`src/rtl/maxpool_2x2_engine.sv`:
```
// 2x2 stride-2 signed max pooling over CH maps of IN_DIM x IN_DIM words.
// Source words are read through SRAM port A; pooled words are written back through port B.
module maxpool_2x2_engine #(
    parameter int DATA_W   = 32,
    parameter int ADDR_W   = 16,
    parameter int CH       = 6,
    parameter int IN_DIM   = 28,
    parameter int SRC_BASE = 0,
    parameter int DST_BASE = 4704
) (
    input  logic              clk,
    input  logic              rst,
    input  logic              start,
    output logic              busy,
    output logic              done,
    output logic [ADDR_W-1:0] sram_aa,
    output logic              sram_cena,
    input  logic [DATA_W-1:0] sram_qa,
    output logic [ADDR_W-1:0] sram_ab,
    output logic              sram_cenb,
    output logic              sram_wenb,
    output logic [DATA_W-1:0] sram_db
);

    localparam int OUT_DIM = IN_DIM / 2;
    localparam int QW = (OUT_DIM > 1) ? $clog2(OUT_DIM) : 1;
    localparam int CW = (CH > 1) ? $clog2(CH) : 1;

    localparam logic [1:0] S_IDLE  = 2'd0;
    localparam logic [1:0] S_RUN   = 2'd1;
    localparam logic [1:0] S_DRAIN = 2'd2;
    localparam logic [1:0] S_DONE  = 2'd3;

    logic [1:0]               state;
    logic [QW-1:0]            q_cnt;
    logic [QW-1:0]            r_cnt;
    logic [CW-1:0]            c_cnt;
    logic [1:0]               k_p0;
    logic [1:0]               k_p1;
    logic                     vld_p1;
    logic [ADDR_W-1:0]        win_addr;
    logic [ADDR_W-1:0]        win_next;
    logic [ADDR_W-1:0]        rd_off_nxt;
    logic [ADDR_W-1:0]        wr_cnt;
    logic                     q_last;
    logic                     r_last;
    logic                     last_win;
    logic signed [DATA_W-1:0] qa_s;
    logic signed [DATA_W-1:0] max_p1;

    function automatic logic signed [DATA_W-1:0] smax(
        input logic signed [DATA_W-1:0] a,
        input logic signed [DATA_W-1:0] b
    );
        return (b > a) ? b : a;
    endfunction

    assign qa_s = sram_qa;

    always_comb begin
        q_last   = (q_cnt == QW'(OUT_DIM - 1));
        r_last   = (r_cnt == QW'(OUT_DIM - 1));
        last_win = q_last && r_last && (c_cnt == CW'(CH - 1));
        // End of a row pair jumps over the odd source row; channels are contiguous.
        win_next = q_last ? win_addr + ADDR_W'(IN_DIM + 2) : win_addr + ADDR_W'(2);
        case (k_p0)
            2'd0:    rd_off_nxt = ADDR_W'(1);
            2'd1:    rd_off_nxt = ADDR_W'(IN_DIM);
            default: rd_off_nxt = ADDR_W'(IN_DIM + 1);
        endcase
    end

    // Stage p0: read issue, stage p1: data return, then single-cycle write on port B
    always_ff @(posedge clk or negedge rst) begin
        if (!rst) begin
            state     <= S_IDLE;
            busy      <= 1'b0;
            done      <= 1'b0;
            sram_aa   <= '0;
            sram_cena <= 1'b1;
            sram_ab   <= '0;
            sram_cenb <= 1'b1;
            sram_wenb <= 1'b1;
            sram_db   <= '0;
            q_cnt     <= '0;
            r_cnt     <= '0;
            c_cnt     <= '0;
            k_p0      <= '0;
            k_p1      <= '0;
            vld_p1    <= 1'b0;
            win_addr  <= '0;
            wr_cnt    <= '0;
        end else begin
            vld_p1 <= (state == S_RUN);
            k_p1   <= k_p0;

            if (vld_p1 && (k_p1 == 2'd3)) begin
                sram_cenb <= 1'b0;
                sram_wenb <= 1'b0;
                sram_db   <= smax(max_p1, qa_s);
                sram_ab   <= ADDR_W'(DST_BASE) + wr_cnt;
                wr_cnt    <= wr_cnt + ADDR_W'(1);
            end else begin
                sram_cenb <= 1'b1;
                sram_wenb <= 1'b1;
            end

            case (state)
                S_IDLE, S_DONE: begin
                    if (start) begin
                        state     <= S_RUN;
                        busy      <= 1'b1;
                        done      <= 1'b0;
                        sram_cena <= 1'b0;
                        sram_aa   <= ADDR_W'(SRC_BASE);
                        win_addr  <= ADDR_W'(SRC_BASE);
                        q_cnt     <= '0;
                        r_cnt     <= '0;
                        c_cnt     <= '0;
                        k_p0      <= '0;
                        wr_cnt    <= '0;
                    end
                end
                S_RUN: begin
                    if (k_p0 == 2'd3) begin
                        k_p0 <= '0;
                        if (last_win) begin
                            state     <= S_DRAIN;
                            sram_cena <= 1'b1;
                        end else begin
                            sram_aa  <= win_next;
                            win_addr <= win_next;
                            if (q_last) begin
                                q_cnt <= '0;
                                if (r_last) begin
                                    r_cnt <= '0;
                                    c_cnt <= c_cnt + CW'(1);
                                end else begin
                                    r_cnt <= r_cnt + QW'(1);
                                end
                            end else begin
                                q_cnt <= q_cnt + QW'(1);
                            end
                        end
                    end else begin
                        k_p0    <= k_p0 + 2'd1;
                        sram_aa <= win_addr + rd_off_nxt;
                    end
                end
                S_DRAIN: begin
                    if (!sram_cenb) begin
                        state <= S_DONE;
                        busy  <= 1'b0;
                        done  <= 1'b1;
                    end
                end
                default: state <= S_IDLE;
            endcase
        end
    end

    always_ff @(posedge clk) begin
        if (vld_p1) begin
            max_p1 <= (k_p1 == 2'd0) ? qa_s : smax(max_p1, qa_s);
        end
    end

endmodule

```
`config.mk`:
```
export PLATFORM = sky130hd
export DESIGN_NAME = maxpool_2x2_engine
export DESIGN_NICKNAME = d
export VERILOG_FILES = /design/src/rtl/maxpool_2x2_engine.sv
export SDC_FILE = /design/constraint.sdc
export NUM_CORES = 1
export LEC_CHECK = 0
export BUFFER_PORTS_ARGS = -buffer_cell sky130_fd_sc_hd__buf_2
export CORE_AREA = 5 5 133 135
export DETAILED_ROUTE_END_ITERATION = 16
export DIE_AREA = 0 0 138 140
export GPL_TIMING_DRIVEN = 0
export PLACE_DENSITY = 0.7
export SETUP_SLACK_MARGIN = 0.2
export SLEW_MARGIN = 10
export SYNTH_ARGS = -nofsm -noshare
export SYNTH_HDL_FRONTEND = slang
export SYNTH_SLANG_ARGS = --single-unit
```
`constraint.sdc`:
```
create_clock -name clk -period 3.7 [get_ports clk]
set_input_delay 0.185 -clock clk [delete_from_list [all_inputs] [get_ports clk]]
set_output_delay 0.185 -clock clk [all_outputs]
set_load 0.02 [all_outputs]
```
## Word-level counts from Yosys, hierarchy flattened

Index checks and enable logic that the tools add are counted.

| operators by class | value |
|---|---|
| add/sub/neg operators | 9 |
| magnitude comparators | 1 |
| eq/ne operators | 17 |
| multiplexer cells | 47 |
| reductions and logical operators | 17 |

Operator list:

| cell | number |
|---|---|
| $mux 16 | 8 |
| $mux 32 | 2 |
| $pmux 16 s2 | 2 |
| $gt 32x32->1 | 1 |
| $mux 4 | 8 |
| $add 13x16->16 const A | 1 |
| $add 16x1->16 const B | 1 |
| $add 16x16->16 | 1 |
| $add 16x2->16 const B | 1 |
| $add 16x5->16 const B | 1 |
| $pmux 4 s2 | 2 |
| $mux 3 | 5 |
| $mux 2 | 6 |
| $ne 2x2->1 const B | 6 |
| $reduce_and 4->1 | 3 |
| $pmux 5 s2 | 1 |
| $add 4x1->4 const B | 2 |
| $eq 2x2->1 const B | 4 |
| $eq 4x4->1 const B | 2 |
| $mux 1 | 7 |
| $logic_not 2->1 | 3 |
| $pmux 1 s2 | 3 |
| $pmux 2 s3 | 1 |
| $pmux 3 s2 | 1 |
| other kinds (14) | 19 |

| storage, ports and cells | value |
|---|---|
| register bits after elaboration | 150 |
| word-level logic and storage cells | 108 |

## Depth between registers and ports, before layout

| depth | value |
|---|---|
| depth in word-level cells | 6 |
| mapped depth | 13 |
| depth with buffers taken out | 13 |

## Worst setup path before layout

No wires, ideal clock.

| path | value |
|---|---|
| kind | reg2reg |
| start | register q_cnt[0] |
| end | register win_addr[15] |
| arrival | 2.587 ns |
| data required time | 3.634 ns |
| setup slack | 1.047 ns |
| cell stages (with the launch flop) | 13 |
| path buffers | 0 |
| clock period less this slack | 2.653 ns |
| cell sequence | dfrtp_1 ha_1 nand3_1 inv_1 ha_1 nor2b_1 o21ai_0 nand2_1 nand3_1 or2_2 or4_1 nand2_1 a22o_1 |

| on the way | value |
|---|---|
| cells in the longest elaborated chain, start to end | 5 |
| elaborated cells between the ends (all ways) | 9 |

Ends and longest elaborated chain:

| element | RTL line | source |
|---|---|---|
| from (decl) | 35 | `logic [QW-1:0] q_cnt;` |
| from (signal assigned) | 142 | `q_cnt <= q_cnt + QW'(1);` |
| $eq 4x4->1 * | 61 | `q_last = (q_cnt == QW'(OUT_DIM - 1));` |
| $mux 16 / $logic_and 1x1->1 (equally long branches) | 65, 63 |  |
| $mux 16 / $logic_and 1x1->1 (equally long branches) | 127, 63 |  |
| $mux 16 / $ne 2x2->1 (equally long branches) | -- |  |
| $pmux 16 s2 / $reduce_and 4->1 (equally long branches) | -- |  |
| to (signal assigned) | 116 | `win_addr <= ADDR_W'(SRC_BASE);` |
| to (signal assigned) | 132 | `win_addr <= win_next;` |
| to (decl) | 41 | `logic [ADDR_W-1:0] win_addr;` |

Every way passes the cells marked *; elsewhere a longest branch is shown, timed or not. The select of a mux whose other input is x is not followed.
A chain may end at the register's enable or synchronous reset.

## Worst setup path after layout

Ends and elaborated chain as after synthesis.

==> metrics.md <==
| Metric | Value |
|---|---|
| TritonCTS Buffers | 17 |
| Share of cells above drive strength 1 | 16.10% |
| Top post-synthesis cells by count | dfrtp_1, nand2_1, nor2_1 |
| Crit Reg-Reg Startpoint | q_cnt[0] |
| Area share of the largest cell type after synthesis | 35.79% |
| Crit-path leading delay family | simple AND/OR/NAND/NOR gates |
| Via-to-Cell Ratio | 5.307 |
| LEAKAGE | 4.301 nW |
| Crit-path cells | ha_1 -> nand3_1 -> inv_1 -> ha_1 -> nor2b_1 -> o21ai_0 -> nand2_1 -> nand3_1 -> or2_2 -> or4_1 -> nand2_1 -> a22o_1 |
| Synthesis-stage register bit count | 149 |
| CP Class | reg2reg |
| Clk_lat worst skew | 0.42 ns |
| End point of the critical path | win_addr[15] |
| Height of the die | 140 µm |
| Drt wl/cell | 15.80 µm |
| Mapped cell area | 8041 µm² |
| First-pass GRT wire length | 30,880 µm |
| CP max stage delay | 0.47 ns |
| Pre-CTS setup slack | 0.7102 ns |
| Peak VDD IR | 0.3949 mV |
| Drt first pass iters | 5 |
| DIE WIDTH | 138 µm |
| Iter 0 DRT Violations | 368 |
| Overall power | 6.965 mW |
| Detailed-route via count | 6,145 |
| Number of global-route vias before repair | 6,147 |
| H-tree Lvls | 4 |
| Asr flop ratio synth | 78.52% |
| Post-Syn Instances | 802 |
| Initial antenna violation count | 0 |
| Core ar. | 16,350 µm² |
| Root buffer cell | clkbuf_16 |
| Main combinational cell family by area after synthesis | simple AND/OR/NAND/NOR gates |
| Final setup fails | 0 |
| Diode count | 0 |
| Clock-pin transition on the worst setup and hold timing paths | 0.06 ns |
| Cell variety after synth | 55 |
| Syn_area_per_cell | 10.03 µm² |
| Xor/xnor share of the synthesized area | 4.248% |
| Measured slew at the worst slew-check pin | 0.8362 ns |
| Filler Cell Count | 1,441 |
| Slowest cell on the critical path | or4_1 |
| Final Net Count | 1,016 |
| Syn nets | 892 |
| Max Cap Viol | 0 |
| Yosys synthesis warning count | 0 |
| # DRC | 0 |
| Crit path capture type | register |
| Required @ worst endpoint | 4.06 ns |
| Clock Sink Count | 149 |
| Adder-Cell Fraction of Synth Area | 8.651% |
| Largest area contributor in the netlist | dfrtp_1 |
| Post-synth EDFFs | 32 |
| Reg2Reg Depth | 12 |
| Multi-input gate area | 3785 µm² |
| CTS tree | yes |
| Period utilization | 81.49% |
| Post-synthesis compound-gate area fraction | 12.35% |
| Post-synthesis simple-gate area fraction | 12.65% |
| Status | finished clean |
| Clk buf depth | 2 |
| Maximum clock rate | 331.7 MHz |
| Hold Crit Class | in2reg |
| Post-route ant nets | 0 |
| GRT Util Overall | 19.37% |
| Critical path buffer and inverter count | 1 |
| Starting density of the core | 49.19% |
| Slew headroom | 44.25% |
| Total congestion overflow | 0 |
| CP Launch Type | register |
| Most common cell in the netlist | dfrtp_1 |
| Synth-to-layout area growth | 17.18% |
| Crit-path max FO | 9 |
| Mux contribution to synthesized area | 9.118% |
| Top cells by area, synth | dfrtp_1, edfxtp_1, ha_1, nand2_1, mux2i_1 |
| Seq/Total Area, Yosys | 48.39% |
| Rows | 47 |
| Setup Fix Bufs, Post-CTS | 0 |
| Reg area | 3892 µm² |
| Power density cells | 739.2 nW/µm² |
| Port buffer count | 103 |
| Top Ports | 104 |
| Final min period | 3.015 ns |
| Top_reg_cell synth | dfrtp_1 |
| CP Depth | 12 |
| Worst flop-to-flop path endpoint | win_addr[15] |
| Data arrival, critical path | 3.37 ns |
| Final hold viol count | 0 |
| CP Launch Point | q_cnt[0] |
| Dpl hpwl | 12,900 µm |
| Unrepaired setup endpoints after global routing | no |
| Final WL | 18,290 µm |
| Max Slew Vio Count | 0 |
| Clk_skew | 0.009803 ns |
| Area of the die | 19,320 µm² |
| Final setup margin | 0.6850 ns |
| R2r setup slk | 0.69 ns |
| Setup_tns | 0 ns |
| Largest net degree at the start of global routing | 82 |
| Placer Congestion | 0.8416 |
layout make-up:
cell class	instances	area share [%]
Buffer	34	1.766
Timing Repair Buffer	105	5.935
Multi-Input combinational cell	566	40.17
Clock buffer	18	4.555
Tap cell	220	2.921
Clock inverter	13	1.235
Inverter	53	2.111
Sequential cell	149	41.31
layout by cell type (no fill, tap or decap), drive strengths merged, types with 4 or more instances in the layout:
master / Yosys / routed
o31ai: 14 / 14
buf: 10 / 114
nand2b: 4 / 4
nor2b: 5 / 5
and3: 5 / 5
xnor2: 12 / 12
inv: 53 / 53
nand2: 101 / 101
nand3: 20 / 20
a21oi: 61 / 61
a21o: 5 / 5
clkbuf: 24 / 42
xor2: 27 / 27
dfrtp: 115 / 115
o21ai: 59 / 59
clkinv: 0 / 8
mux2: 34 / 34
ha: 54 / 54
nand4: 11 / 11
nor2: 71 / 71
edfxtp: 32 / 32
o211ai: 7 / 7
or3: 5 / 5
mux2i: 35 / 35
worst register-to-register path, stage by stage, from the launching register on:
cell	delay, ns
dfrtp_1	0.43
ha_1	0.21
nand3_1	0.12
inv_1	0.17
ha_1	0.37
nor2b_1	0.13
o21ai_0	0.13
nand2_1	0.25
nand3_1	0.14
or2_2	0.34
or4_1	0.47
nand2_1	0.08
a22o_1	0.11
what timing repair did:
action                                 CTS  global route
setup endpoints to repair                0             0
resized for setup                        0             0
endpoints found under the hold margin   36             0
hold buffers                             1             0
worst min-delay path by stage:
stage | startpoint | to | depth (start not counted) | slack (ns)
floorplan | rst | busy | 0 | -0.11
global placement | sram_ab[2] | sram_ab[2] | 2 | 0.46
detailed placement | rst | sram_ab[11] | 1 | 0.11
CTS | sram_qa[26] | max_p1[26] | 2 | 0.08
global route | sram_qa[26] | max_p1[26] | 2 | 0.08
finish | sram_qa[26] | max_p1[26] | 2 | 0.09
registers in the layout (all words and copies together) (netlist names), 2 cells and up:
register	cells
sram_ab	16
r_cnt	4
state	2
k_p1	2
sram_db	32
sram_aa	16
wr_cnt	16
c_cnt	3
q_cnt	4
win_addr	15
max_p1	32
k_p0	2
cells by family after synthesis:
group | count (synthesis)
mux | 69
buf+inv | 87
compound gates | 168
other cells | 1
xor+xnor | 39
simple gates | 234
flops | 149
fa+ha+maj | 55
metal layers:
metal | vias to the layer above | track usage [%] | routed length, µm
li1 | 3034 | - | -
met1 | 2964 | 25.99 | 8468
met2 | 132 | 32.53 | 8832
met3 | 15 | 4.090 | 822
met4 | 0 | 4.472 | 167
met5 | - | 0 | 0
through the flow:
stage          util [%]  area, µm²  hold slack (ns)  instances
2_1_floorplan         -       8041          -0.1106        802
3_3_place_gp      54.03       8832           0.4558       1125
3_5_place_dp      54.24       8867           0.1140       1126
4_1_cts           57.64       9423          0.07617       1158
5_1_grt           57.64       9423          0.08187       1158
6_report          57.64       9423          0.08829       1158
where the power goes:
group          internal, mW  switching [mW]
Clock                 0.971           0.660
Combinational          1.05            1.70
Sequential             2.21           0.370
Total                  4.23            2.74
Power figures use the tool's default switching activity.
